## src/rtl/alu_sequencer_pkg.sv

```systemverilog
`default_nettype none
// ============================================================================
// Module   : alu_sequencer_pkg
// Brief    : Shared constants for the ALU micro-sequencer: ALU opcodes,
//            command codes, operand-source encoding, FSM state encoding and
//            per-command micro-step counts.
//            Optional feature macro: ALU_SEQUENCER_XOR_EN (XOR sequence).
// Revision : 1.0 - initial release
// ============================================================================
package alu_sequencer_pkg;

  // Operations of the external registered ALU
  localparam logic [1:0] ALU_ADD  = 2'b00;
  localparam logic [1:0] ALU_NAND = 2'b01;
  localparam logic [1:0] ALU_NOTX = 2'b10;
  localparam logic [1:0] ALU_ZERO = 2'b11;

  // Command codes presented on cmd_op
  localparam logic [2:0] CMD_ADD  = 3'd0;
  localparam logic [2:0] CMD_NAND = 3'd1;
  localparam logic [2:0] CMD_NOT  = 3'd2;
  localparam logic [2:0] CMD_ZERO = 3'd3;
  localparam logic [2:0] CMD_AND  = 3'd4;
  localparam logic [2:0] CMD_OR   = 3'd5;
  localparam logic [2:0] CMD_SUB  = 3'd6;
  localparam logic [2:0] CMD_XOR  = 3'd7;

  // Operand sources for the ALU x/y inputs; SRC_NONE drives zero on
  // operands the selected ALU operation ignores
  localparam logic [2:0] SRC_A    = 3'd0;
  localparam logic [2:0] SRC_B    = 3'd1;
  localparam logic [2:0] SRC_Z    = 3'd2;
  localparam logic [2:0] SRC_T0   = 3'd3;
  localparam logic [2:0] SRC_T1   = 3'd4;
  localparam logic [2:0] SRC_ONE  = 3'd5;
  localparam logic [2:0] SRC_NONE = 3'd6;

  // FSM state encoding
  localparam logic [1:0] ST_IDLE    = 2'd0;
  localparam logic [1:0] ST_STEP    = 2'd1;
  localparam logic [1:0] ST_CAPTURE = 2'd2;
  localparam logic [1:0] ST_DONE    = 2'd3;

  // XOR is the only optional command; without it cmd_op 7 is rejected
`ifdef ALU_SEQUENCER_XOR_EN
  localparam logic XOR_EN = 1'b1;
`else
  localparam logic XOR_EN = 1'b0;
`endif

  // Number of micro-steps each command issues to the ALU
  function automatic logic [2:0] cmd_steps(input logic [2:0] op);
    case (op)
      CMD_AND: cmd_steps = 3'd2;
      CMD_OR:  cmd_steps = 3'd3;
      CMD_SUB: cmd_steps = 3'd3;
      CMD_XOR: cmd_steps = XOR_EN ? 3'd4 : 3'd1;
      default: cmd_steps = 3'd1;
    endcase
  endfunction

  // A command runs micro-ops unless it is a disabled optional command
  function automatic logic cmd_supported(input logic [2:0] op);
    cmd_supported = (op != CMD_XOR) || XOR_EN;
  endfunction

endpackage : alu_sequencer_pkg
`default_nettype wire

```

## src/rtl/alu_sequencer_rom.sv

```systemverilog
`default_nettype none
// ============================================================================
// Module   : alu_sequencer_rom
// Brief    : Combinational micro-op ROM: (command, step) -> ALU operation,
//            operand sources, temp-register save strobes and last-step flag.
//            XOR entries exist only with ALU_SEQUENCER_XOR_EN defined.
// Revision : 1.0 - initial release
// ============================================================================
module alu_sequencer_rom
  import alu_sequencer_pkg::*;
(
  input  logic [2:0] op,
  input  logic [1:0] step,
  output logic [1:0] alu_op,
  output logic [2:0] x_src,
  output logic [2:0] y_src,
  output logic       save_t0,
  output logic       save_t1,
  output logic       last
);

  // Micro-op table lookup; unused (command, step) pairs decode to ZERO
  always_comb begin
    alu_op  = ALU_ZERO;
    x_src   = SRC_NONE;
    y_src   = SRC_NONE;
    save_t0 = 1'b0;
    save_t1 = 1'b0;
    case (op)
      CMD_ADD:  begin alu_op = ALU_ADD;  x_src = SRC_A; y_src = SRC_B; end
      CMD_NAND: begin alu_op = ALU_NAND; x_src = SRC_A; y_src = SRC_B; end
      CMD_NOT:  begin alu_op = ALU_NOTX; x_src = SRC_A; end
      CMD_ZERO: begin alu_op = ALU_ZERO; end
      CMD_AND: begin
        // AND = NOT(NAND(a,b))
        if (step == 2'd0) begin
          alu_op = ALU_NAND; x_src = SRC_A; y_src = SRC_B;
        end else begin
          alu_op = ALU_NOTX; x_src = SRC_Z;
        end
      end
      CMD_OR: begin
        // OR = NAND(~a, ~b); ~a is parked in T0 while ~b is computed
        case (step)
          2'd0:    begin alu_op = ALU_NOTX; x_src = SRC_A; end
          2'd1:    begin alu_op = ALU_NOTX; x_src = SRC_B; save_t0 = 1'b1; end
          default: begin alu_op = ALU_NAND; x_src = SRC_T0; y_src = SRC_Z; end
        endcase
      end
      CMD_SUB: begin
        // SUB = a + ~b + 1 (two's complement)
        case (step)
          2'd0:    begin alu_op = ALU_NOTX; x_src = SRC_B; end
          2'd1:    begin alu_op = ALU_ADD;  x_src = SRC_A; y_src = SRC_Z; end
          default: begin alu_op = ALU_ADD;  x_src = SRC_Z; y_src = SRC_ONE; end
        endcase
      end
      CMD_XOR: begin
        // Four-NAND XOR: n=NAND(a,b); XOR = NAND(NAND(a,n), NAND(b,n))
        if (XOR_EN) begin
          case (step)
            2'd0: begin alu_op = ALU_NAND; x_src = SRC_A; y_src = SRC_B; end
            2'd1: begin alu_op = ALU_NAND; x_src = SRC_A; y_src = SRC_Z; save_t0 = 1'b1; end
            2'd2: begin alu_op = ALU_NAND; x_src = SRC_B; y_src = SRC_T0; save_t1 = 1'b1; end
            default: begin alu_op = ALU_NAND; x_src = SRC_T1; y_src = SRC_Z; end
          endcase
        end
      end
      default: ;
    endcase
    last = ({1'b0, step} == (cmd_steps(op) - 3'd1));
  end

endmodule : alu_sequencer_rom
`default_nettype wire

```

## src/rtl/alu_sequencer.sv

```systemverilog
`default_nettype none
// ============================================================================
// Module   : alu_sequencer
// Brief    : Command/result handshake front-end that builds eight logic and
//            arithmetic commands out of micro-op sequences on an external
//            registered four-function ALU (result one cycle after inputs).
//            Optional macro ALU_SEQUENCER_XOR_EN enables the XOR command;
//            without it cmd_op 7 completes at once with res_err set.
// Revision : 1.0 - initial release
// ============================================================================
module alu_sequencer
  import alu_sequencer_pkg::*;
(
  input  logic       clk,
  input  logic       rst,
  input  logic       cmd_valid,
  output logic       cmd_ready,
  input  logic [2:0] cmd_op,
  input  logic [7:0] cmd_a,
  input  logic [7:0] cmd_b,
  output logic       res_valid,
  input  logic       res_ready,
  output logic [7:0] res_data,
  output logic       res_err,
  output logic [7:0] alu_x,
  output logic [7:0] alu_y,
  output logic [1:0] alu_op,
  input  logic [7:0] alu_z
);

  logic [1:0] state;
  logic [1:0] state_next;
  logic [2:0] op_q;
  logic [7:0] a_q;
  logic [7:0] b_q;
  logic [1:0] step;
  logic [7:0] t0;
  logic [7:0] t1;

  logic [1:0] rom_alu_op;
  logic [2:0] rom_x_src;
  logic [2:0] rom_y_src;
  logic       rom_save_t0;
  logic       rom_save_t1;
  logic       rom_last;
  logic [7:0] x_val;
  logic [7:0] y_val;

  wire cmd_fire = cmd_valid & cmd_ready;

  alu_sequencer_rom u_rom (
    .op      (op_q),
    .step    (step),
    .alu_op  (rom_alu_op),
    .x_src   (rom_x_src),
    .y_src   (rom_y_src),
    .save_t0 (rom_save_t0),
    .save_t1 (rom_save_t1),
    .last    (rom_last)
  );

  // Operand value for a given source; Z is the live ALU result
  function automatic logic [7:0] pick(input logic [2:0] src, input logic [7:0] a,
                                      input logic [7:0] b, input logic [7:0] z,
                                      input logic [7:0] x0, input logic [7:0] x1);
    case (src)
      SRC_A:   pick = a;
      SRC_B:   pick = b;
      SRC_Z:   pick = z;
      SRC_T0:  pick = x0;
      SRC_T1:  pick = x1;
      SRC_ONE: pick = 8'h01;
      default: pick = 8'h00;
    endcase
  endfunction

  // State register
  always_ff @(posedge clk or posedge rst) begin
    if (rst) state <= ST_IDLE;
    else     state <= state_next;
  end

  // Next-state logic; a rejected command skips straight to DONE
  always_comb begin
    state_next = state;
    case (state)
      ST_IDLE:    if (cmd_fire) state_next = cmd_supported(cmd_op) ? ST_STEP : ST_DONE;
      ST_STEP:    if (rom_last) state_next = ST_CAPTURE;
      ST_CAPTURE: state_next = ST_DONE;
      ST_DONE:    if (res_ready) state_next = ST_IDLE;
      default:    state_next = ST_IDLE;
    endcase
  end

  // Outputs: handshakes from state, ALU drive only while stepping
  always_comb begin
    cmd_ready = (state == ST_IDLE);
    res_valid = (state == ST_DONE);
    alu_op    = ALU_ZERO;
    alu_x     = 8'h00;
    alu_y     = 8'h00;
    x_val     = pick(rom_x_src, a_q, b_q, alu_z, t0, t1);
    y_val     = pick(rom_y_src, a_q, b_q, alu_z, t0, t1);
    if (state == ST_STEP) begin
      alu_op = rom_alu_op;
      alu_x  = x_val;
      alu_y  = y_val;
    end
  end

  // Datapath: command latch, step counter, temporaries and result
  always_ff @(posedge clk or posedge rst) begin
    if (rst) begin
      op_q     <= 3'd0;
      a_q      <= 8'h00;
      b_q      <= 8'h00;
      step     <= 2'd0;
      t0       <= 8'h00;
      t1       <= 8'h00;
      res_data <= 8'h00;
      res_err  <= 1'b0;
    end else begin
      case (state)
        ST_IDLE: begin
          if (cmd_fire) begin
            op_q <= cmd_op;
            a_q  <= cmd_a;
            b_q  <= cmd_b;
            step <= 2'd0;
            if (!cmd_supported(cmd_op)) begin
              res_data <= 8'h00;
              res_err  <= 1'b1;
            end
          end
        end
        ST_STEP: begin
          if (rom_save_t0) t0 <= alu_z;
          if (rom_save_t1) t1 <= alu_z;
          if (!rom_last)   step <= step + 2'd1;
        end
        ST_CAPTURE: begin
          res_data <= alu_z;
          res_err  <= 1'b0;
        end
        default: ;
      endcase
    end
  end

endmodule : alu_sequencer
`default_nettype wire

```

## config.mk

```make
export PLATFORM = sky130hd
export DESIGN_NAME = alu_sequencer
export DESIGN_NICKNAME = d
export VERILOG_FILES = /design/src/rtl/alu_sequencer_pkg.sv /design/src/rtl/alu_sequencer_rom.sv /design/src/rtl/alu_sequencer.sv
export SDC_FILE = /design/constraint.sdc
export NUM_CORES = 1
export LEC_CHECK = 0
export ABC_AREA = 1
export BUFFER_PORTS_ARGS = -buffer_cell sky130_fd_sc_hd__buf_4
export CORE_MARGIN = 2
export CORE_UTILIZATION = 55
export CTS_BUF_LIST = sky130_fd_sc_hd__clkbuf_8 sky130_fd_sc_hd__clkbuf_16
export CTS_CLUSTER_SIZE = 24
export DETAILED_ROUTE_END_ITERATION = 7
export PLACE_DENSITY = 0.82
export SYNTH_ARGS = -nofsm -noshare
export SYNTH_HDL_FRONTEND = slang
export SYNTH_SLANG_ARGS = --single-unit
```

## constraint.sdc

```tcl
create_clock -name clk -period 5.21 [get_ports clk]
set_input_delay 0.2605 -clock clk [delete_from_list [all_inputs] [get_ports clk]]
set_output_delay 0.2605 -clock clk [all_outputs]
set_load 0.01 [all_outputs]
```

==> results of run 1 <==
path summary, 6_finish.rpt:
kind                       endpoint  slack (ns)  cells past startpoint
setup / recovery           alu_y[5]        2.66                     12
max in group asynchronous     t0[3]        4.76                      3
setup reg to reg            res_err        2.96                      6
hold / removal                t0[0]        0.09                      3
min in group clk             b_q[4]        0.19                      2
hold reg to reg             step[1]        0.51                      2
kinds of logic (layout without fill, tap and decap cells):
group,Yosys count,in the layout,share of synthesized area (%)
DFF,40,40,39.8
AOI/OAI and AO/OA,29,29,6.72
xor gates and xnor gates,1,1,0.348
adders and majority gates,7,7,3.48
buffers and inverters,46,104,7.81
muxes,16,16,7.16
and+or+nand+nor,191,191,34.7
cells in the final DEF, fill, tap and decap left out, drive strengths merged:
master / instances
nand2: 67
nor2: 65
buf: 60
nand3: 45
dfrtp: 40
inv: 36
mux2: 16
a21oi: 13
nand4: 12
o21ai: 11
ha: 7
clkbuf: 5
o2111ai: 4
o22ai: 1
xor2: 1
nor3: 1
nand3b: 1
clkinv: 1
clkinvlp: 1
bufinv: 1
registers in the layout, summed over array words and instances, names as in the netlist:
name,count
step,2
res_err,1
b_q,8
op_q,3
state,2
res_data,8
a_q,8
t0,8
where the power goes:
group	leakage (nW)	internal, mW	switching (mW)
Sequential	0.489	0.462	0.128
Combinational	1.09	0.474	0.731
Clock	0.0541	0.142	0.118
Total	1.63	1.08	0.976
final cells by class:
cell class	count	share of cell area, %
well taps	52	2.11
clock inverters	3	1.38
flip-flops and latches	40	32.5
inverters	36	4.39
multi-input cells	244	42.8
repair buffers	60	14.6
clock buffers	5	2.23
per-layer routing:
metal | GRT usage [%] | vias up
met3 | 5.34 | 11
met4 | 8.18 | 0
met1 | 36.2 | 1113
met5 | 0 | -
li1 | - | 1189
met2 | 42.9 | 95
critical path, stage by stage (launching register included):
cell,delay (ns)
dfrtp_1,0.37
inv_1,0.09
ha_1,0.22
inv_1,0.15
nand2_1,0.11
nand3_1,0.11
nand2_2,0.14
nor2_4,0.24
nand3_4,0.16
nor2_1,0.13
nor2_1,0.06
nor2_1,0.09
buf_4,0.14
per-stage QoR:
| stage | area [um^2] | cells | util [%] | worst slack [ns] | hold slack [ns] |
|---|---|---|---|---|---|
| 2_1_floorplan | 2510 | 330 | - | 3.30 | 0.407 |
| 3_3_place_gp | 2970 | 432 | 67.7 | 3.04 | 0.417 |
| 3_5_place_dp | 2970 | 432 | 67.7 | 2.98 | 0.434 |
| 4_1_cts | 3080 | 440 | 70.3 | 2.66 | 0.107 |
| 5_1_grt | 3080 | 440 | 70.3 | 2.42 | 0.159 |
| 6_report | 3080 | 440 | 70.3 | 2.66 | 0.0928 |
==> metrics, run 1 <==
outcome finished clean; storage element area 1000 um^2; Critical Path Source Type flip-flop; met2 routed WL 3.04 mm; FMAX 392 MHz; GRT Total Usage 26.5%; peak fanout along the critical path 9; share of layout cells above drive strength 1 26.3%; Pwr Total 2.05 mW; fillers 375; RR Startpoint state[0]; H-Tree Depth 2; Mapped Avg Cell Area 7.62 um^2; mapped cell area 2510 um^2; Initial Util 57.4%; first-pass GRT wire length 10.8 mm; Peak VDD IR 0.387 mV; CP Data Required Time 4.95 ns; Routed Antenna Nets 0; CTS resizes 0; Post-synth EDFFs 0; Hold Crit Class primary input to async pin; initial antenna violation count 0; Least-Margin Pin Slew 1.04 ns; Max Slew Vio Count 0; n_diodes 0; worst skew pair latency 0.30 ns; Die ar. 5130 um^2; I/O Buffers 59; CTS Buffer Depth 2; DRT iter0 DRCs 344; count leader, synth nand2_1; max layer used met4; wire length on met1 2.76 mm; clk slew on worst S/H paths 0.09 ns; top cells by area, synth dfrtp_1 40%, nand2_1 9.6%, nor2_1 8.7%; CTS Buf Count 5; TNS Setup 0 ns; Ys Warns 0; final setup fails 0; Crit. Startpoint step[1]; footprint of the multi-input gates 1320 um^2; Pwr Density 667 nW/um^2; FF+latch count, synth 40; routed vias/inst 5.47; Met3 Wirelength 446 um; GP Congestion 0.941; Crit Path Class flip-flop to primary output; Rel. slew slack 30.7%; Async SR Flop Fraction 100%; Area Overhead vs Synth 22.5%; die width 71.6 um; Cells after Synth 330; cts hold-fix bufs 0; largest net degree at the start of global routing 41; vias 2408; Yosys top cell by area dfrtp_1; core region area 4380 um^2; Setup Fix Bufs, Post-CTS 0; Post-Synthesis Net Count 368; CP Capture Type primary output; Setup Skew 0.00702 ns; final period utilization 48.9%; Cell Rows 24; register area share after synthesis 39.8%; synth cell count leaders 64 x nand2_1, 58 x nor2_1, 43 x nand3_1; vias in the first global route 2332; fin crit period 2.55 ns; Final #Nets 425; Pre-antenna DRT Iters 5; MaxCap Viol Count 0; RSZ-0062 raised after global routing false; crit path DAT 2.29 ns; drt total wl 6.34 mm; post-synth top area share 39.8%; Clock Sinks 40; Die Height 71.6 um; ys flop type dfrtp_1; Root Driver clkbuf_8; DP Wirelength 4.71 mm; wire length per cell 14.4 um; CTS tree built; # DRC 0; Lkg Pwr 1.63 nW; library cells used by synthesis 27; I/O pins 60; Hold Vio Cnt, Final 0; remaining global-route overflow 0
(Power assumes the default switching activity.)
==> run 2, diff against run 1 <==
--- a/config.mk
+++ b/config.mk
@@ -8,11 +8,11 @@
 export ABC_AREA = 1
 export BUFFER_PORTS_ARGS = -buffer_cell sky130_fd_sc_hd__buf_4
 export CORE_MARGIN = 2
-export CORE_UTILIZATION = 55
+export CORE_UTILIZATION = 54
 export CTS_BUF_LIST = sky130_fd_sc_hd__clkbuf_8 sky130_fd_sc_hd__clkbuf_16
 export CTS_CLUSTER_SIZE = 24
 export DETAILED_ROUTE_END_ITERATION = 7
-export PLACE_DENSITY = 0.82
+export PLACE_DENSITY = 0.8
 export SYNTH_ARGS = -nofsm -noshare
 export SYNTH_HDL_FRONTEND = slang
 export SYNTH_SLANG_ARGS = --single-unit
==> constraint.sdc (replaced) <==
create_clock -name clk -period 2.6 [get_ports clk]
set_input_delay 0.13 -clock clk [delete_from_list [all_inputs] [get_ports clk]]
set_output_delay 0.13 -clock clk [all_outputs]
set_load 0.01 [all_outputs]
==> run 2 against run 1 <==
Compared with the run above: final area is 1.8% higher; non-clock buffer count is 6 higher; global-route usage is 1.2 points lower; critical path type unchanged; largest power group unchanged.
==> metrics, run 2 (synthesis results as in run 1) <==
RR Startpoint state[0]; core region area 4410 um^2; final period utilization 94.9%; Die Height 72.2 um; R2R Setup Slk 0.70 ns; TNS Setup 0 ns; final setup fails 0; H-Tree Depth 2; fillers 377; sequential power share 27.9%; remaining global-route overflow 0; # DRC 0; die width 72.2 um; n_diodes 0; routed vias/inst 5.53; I/O pins 60; Clock Sinks 40; P_sw 1.99 mW; Clock Power Share 12.6%; CP Capture Type primary output; Crit Path Class flip-flop to primary output; RSZ-0062 raised after global routing false; DRT iter0 DRCs 277; Pwr Density 1340 nW/um^2; Switching Fraction 47.3%; worst skew pair latency 0.30 ns; vias in the first global route 2311; initial antenna violation count 0; Top Usage Layer GRT met2; Rel. slew slack 66.0%; first-pass GRT wire length 10.5 mm; DP Wirelength 4.62 mm; CTS Buffer Depth 2; MaxCap Viol Count 0; wire length per cell 14.2 um; clk slew on worst S/H paths 0.09 ns; Worst Reg2Reg Path Length in Cells 6; outcome finished clean; Hold Crit Class primary input to flip-flop; hold depth 2; met1 Usage GRT 35.4%; Critical Path Source Type flip-flop; GRT Total Usage 25.3%; FMAX 405 MHz; Pwr Total 4.22 mW; FF-to-FF End res_err; Final #Nets 431; most frequent cells in the layout 65 x buf_4, 64 x nand2_1, 58 x nor2_1; crit path DAT 2.34 ns; fin crit period 2.47 ns; Cell Rows 24; CTS tree built; CTS Buf Count 5; GP Congestion 0.936; hold_sp cmd_b[1]; Root Driver clkbuf_8; Hold EP b_q[1]; peak fanout along the critical path 9; commonest non-fill, non-tap cell in the layout buf_4; Pre-antenna DRT Iters 6; Peak VDD IR 0.646 mV; combinational power share 59.5%; Die ar. 5220 um^2; Routed Antenna Nets 0; share of layout cells above drive strength 1 27.4%; worst hold margin 0.0586 ns; largest net degree at the start of global routing 41; met2 usage in global routing 41.6%; Initial Util 57.0%; Cell Int Power 2.22 mW; Area Overhead vs Synth 24.7%; Least-Margin Pin Slew 0.510 ns; Lkg Pwr 1.67 nW; drt total wl 6.35 mm; CP Data Required Time 2.47 ns; Hold Vio Cnt, Final 0; vias 2466; Setup Skew 0.0170 ns; I/O Buffers 59; GR Layer Usage met3 3.33%; Max Slew Vio Count 0
-- run 2: power groups by stage --
| stage | combinational [mW] | clock, mW | sequential, mW |
|---|---|---|---|
| 6_report | 2.51 | 0.532 | 1.18 |
| 5_1_grt | 2.79 | 0.552 | 1.22 |
| 4_1_cts | 2.44 | 0.532 | 1.17 |
| 3_5_place_dp | 2.43 | 0 | 1.18 |
| 3_3_place_gp | 2.39 | 0 | 1.18 |
| 2_1_floorplan | 1.72 | 0 | 1.12 |
-- run 2: how the worst max path moves through the flow --
stage | from | end | slack [ns] | cells past startpoint
floorplan | step[0] | alu_y[1] | 0.82 | 10
global placement | step[1] | alu_y[6] | 0.51 | 12
detailed placement | step[1] | alu_y[2] | 0.50 | 12
CTS | step[0] | alu_y[2] | 0.17 | 12
global route | step[0] | alu_y[2] | 0.01 | 12
finish | step[0] | alu_y[5] | 0.13 | 13
-- run 2: per-layer routing --
| layer | vias to the layer above | wire (um) | part of all wire, % |
|---|---|---|---|
| li1 | 1205 | - | - |
| met1 | 1129 | 2890 | 45 |
| met2 | 119 | 2920 | 46 |
| met3 | 13 | 452 | 7.1 |
| met5 | - | 0 | 0 |
| met4 | 0 | 97 | 1.5 |
-- run 2: critical path: stages, from the launching register on --
cell     delay (ns)
dfrtp_1        0.41
inv_1          0.10
ha_1           0.23
inv_1          0.11
nand2_1        0.08
nand3_1        0.09
nand2_2        0.16
nor2_4         0.26
buf_4          0.17
nand4_1        0.09
nand2_1        0.09
nor2_1         0.04
nor2_1         0.08
buf_4          0.12
-- run 2: cell type report --
cell class              count  area [um^2]  share of cell area, %
clock buffers               5         68.8                   2.19
flip-flops and latches     40         1000                   31.9
repair buffers             66          498                   15.9
well taps                  52         65.1                   2.07
inverters                  36          135                   4.31
clock inverters             3         46.3                   1.48
multi-input cells         244         1320                   42.2
-- run 2: what timing repair did --
action,in CTS,in global routing
endpoints found under the setup margin,0,4
hold endpoints to repair,40,0
hold buffers,1,0
gates resized for setup,0,2
setup buffers,0,2
-- run 2: through the flow --
stage	utilization, %	std cells	area, um^2	worst slack [ns]
floorplan	-	330	2510	0.824
global placement	67.8	435	2990	0.512
detailed placement	67.8	435	2990	0.500
CTS	70.6	444	3120	0.168
global route	71.1	446	3140	0.0102
finish	71.1	446	3140	0.133
==> run 3, diff against run 2 <==
--- a/config.mk
+++ b/config.mk
@@ -8,11 +8,12 @@
 export ABC_AREA = 1
 export BUFFER_PORTS_ARGS = -buffer_cell sky130_fd_sc_hd__buf_4
 export CORE_MARGIN = 2
-export CORE_UTILIZATION = 54
+export CORE_UTILIZATION = 49
 export CTS_BUF_LIST = sky130_fd_sc_hd__clkbuf_8 sky130_fd_sc_hd__clkbuf_16
 export CTS_CLUSTER_SIZE = 24
 export DETAILED_ROUTE_END_ITERATION = 7
-export PLACE_DENSITY = 0.8
+export HOLD_SLACK_MARGIN = 0.02
+export PLACE_DENSITY = 0.77
 export SYNTH_ARGS = -nofsm -noshare
 export SYNTH_HDL_FRONTEND = slang
 export SYNTH_SLANG_ARGS = --single-unit
==> constraint.sdc (replaced) <==
create_clock -name clk -period 2.05 [get_ports clk]
set_input_delay 0.1025 -clock clk [delete_from_list [all_inputs] [get_ports clk]]
set_output_delay 0.1025 -clock clk [all_outputs]
set_load 0.01 [all_outputs]
==> run 3 against run 2 <==
Compared with the run above: the run now ends with negative setup slack left; hold slack got worse by 0.033 ns; die area is 9.6% higher; cell count up 7.6%; clock skew decreased by 0.0066 ns; sequential cell count stayed put; global-route usage up 0.37 points; register-to-register slack worse by 0.40 ns; count of clock-buffer cells in the layout stayed put; clock power up 29%; final area increased by 9.2%; via count is 4.7% higher; largest cell class unchanged; highest routed layer unchanged.
==> metrics, run 3 (synthesis results as in run 1) <==
Buffers & Inverters on Critical Path 3; stages on the worst setup path 12; core region area 5040 um^2; fillers 388; hold depth 2; Critical Path Source Type flip-flop; first-pass GRT wire length 11.2 mm; clk slew on worst S/H paths 0.10 ns; Rel. slew slack 66.1%; GP Congestion 0.901; CP Data Required Time 1.95 ns; DRT iter0 DRCs 295; Setup Skew 0.0104 ns; H-Tree Depth 2; Routed Antenna Nets 0; I/O pins 60; Die Height 75.6 um; RR Startpoint state[0]; Root Driver clkbuf_8; Worst Reg2Reg Path Length in Cells 8; CTS Buf Count 5; worst skew pair latency 0.31 ns; share of layout cells above drive strength 1 35.9%; Clock Power Share 11.5%; Cell Rows 26; CP Capture Type primary output; RSZ-0062 raised after global routing true; Switching Fraction 46.9%; GRT Total Usage 25.7%; routed vias/inst 5.38; final period utilization 112%; Hold Vio Cnt, Final 0; crit path cell chain inv_4 -> ha_4 -> nor2_2 -> nand4_1 -> nand2_2 -> nor2_4 -> buf_4 -> nand3_1 -> nand2_1 -> nor2_1 -> nor2_1 -> buf_4; Peak VDD IR 0.808 mV; Worst path slowest cell dfrtp_2; n_diodes 0; CTS tree built; vias in the first global route 2381; initial antenna violation count 0; Initial Util 49.9%; Crit Path Class flip-flop to primary output; I/O Buffers 59; final core occ 67.9%; # DRC 0; CTS Buffer Depth 2; Hold EP b_q[7]; largest net degree at the start of global routing 41; R2R Setup Slk 0.30 ns; Cell Int Power 3.17 mW; most frequent cells in the layout 77 x buf_4, 61 x nand2_1, 53 x nor2_1; Clock Sinks 40; storage element area 1010 um^2; worst hold margin 0.0254 ns; outcome finished, violations left; remaining global-route overflow 0; combinational power share 62.7%; FF-to-FF End res_data[6]; drt total wl 7.15 mm; Pwr Density 1740 nW/um^2; peak fanout along the critical path 6; Least-Margin Pin Slew 0.508 ns; FMAX 436 MHz; critical path's largest stage delay 0.44 ns; sequential power share 25.8%; footprint of the multi-input gates 1420 um^2; Lkg Pwr 1.74 nW; Die ar. 5720 um^2; vias 2581; Hold Crit Class primary input to flip-flop; Area Overhead vs Synth 36.2%; Pre-antenna DRT Iters 5; commonest non-fill, non-tap cell in the layout buf_4; MaxCap Viol Count 0; fin crit period 2.29 ns; crit path DAT 2.19 ns; DP Cell Count 460; Final #Nets 447; die width 75.6 um; DP Wirelength 4.77 mm; Post-Layout Cell Count 480; Max Slew Vio Count 0; P_sw 2.80 mW; final setup fails 16; hold_sp cmd_b[7]; CP top delay family simple AND/OR/NAND/NOR gates; wire length per cell 14.9 um; failing checks negative setup slack; final setup margin -0.242 ns
[run 3: cell types whose count changed in the layout (fill, tap and decap cells not counted), sizes merged]
cell,delta
clkinvlp,+1
buf,+16
inv,-1
[run 3: layout make-up]
class,instances,share of cell area (%)
inverters,36,4.35
clock inverters,3,1.35
clock buffers,5,2.01
well taps,70,2.56
repair buffers,82,18.8
multi-input cells,244,41.5
flip-flops and latches,40,29.4
[run 3: how the worst max path moves through the flow]
stage	slack, ns	endpoint	startpoint
4_1_cts	-0.09	alu_y[6]	step[0]
6_report	-0.24	alu_x[3]	step[0]
5_1_grt	-0.35	alu_y[1]	step[0]
3_3_place_gp	0.13	alu_y[6]	step[1]
3_5_place_dp	0.07	alu_x[1]	step[1]
2_1_floorplan	0.29	res_err	state[0]
[run 3: worst register-to-register path: cells and delay by family (launching register included)]
family,cells,cell delay (ns)
AO/OA/AOI/OAI,2,0.30
buffers and inverters,3,0.51
flip-flops,1,0.42
AND/OR/NAND/NOR,2,0.16
adder cells (fa/ha/maj),1,0.28
[run 3: power groups by stage]
stage                     logic [mW]  clock network, mW  registers, mW
after floorplan                 2.18                  0           1.42
after global placement          3.10                  0           1.50
after detailed placement        3.19                  0           1.50
after CTS                       3.60              0.682           1.51
after global routing            4.12              0.725           1.59
final                           3.74              0.687           1.54
[run 3: metal layers]
metal | part of all wire, % | global-route usage, % | up-vias | routed length (um)
li1 | - | - | 1247 | -
met5 | 0 | 0 | - | 0
met3 | 8.1 | 6.48 | 28 | 576
met1 | 42 | 32.8 | 1167 | 2990
met2 | 47 | 40.5 | 139 | 3350
met4 | 3.2 | 13.3 | 0 | 231
[run 3: stage by stage]
step                      worst slack (ns)  total power [mW]  area, um^2  setup TNS, ns
after floorplan                      0.294              3.60        2510              0
after global placement               0.131              4.61        3070              0
after detailed placement            0.0707              4.68        3070              0
after CTS                          -0.0887              5.79        3380         -0.925
after global routing                -0.348              6.43        3420          -4.26
final                               -0.242              5.97        3420          -2.76
[run 3: what timing repair did]
action / 4_1_cts / 5_1_grt
gates cloned: 1 / 0
buffers inserted: 8 / 2
endpoints found under the hold margin: 40 / 0
pin swaps: 19 / 13
resized for setup: 31 / 8
hold buffers: 1 / 0
setup endpoints to repair: 16 / 17
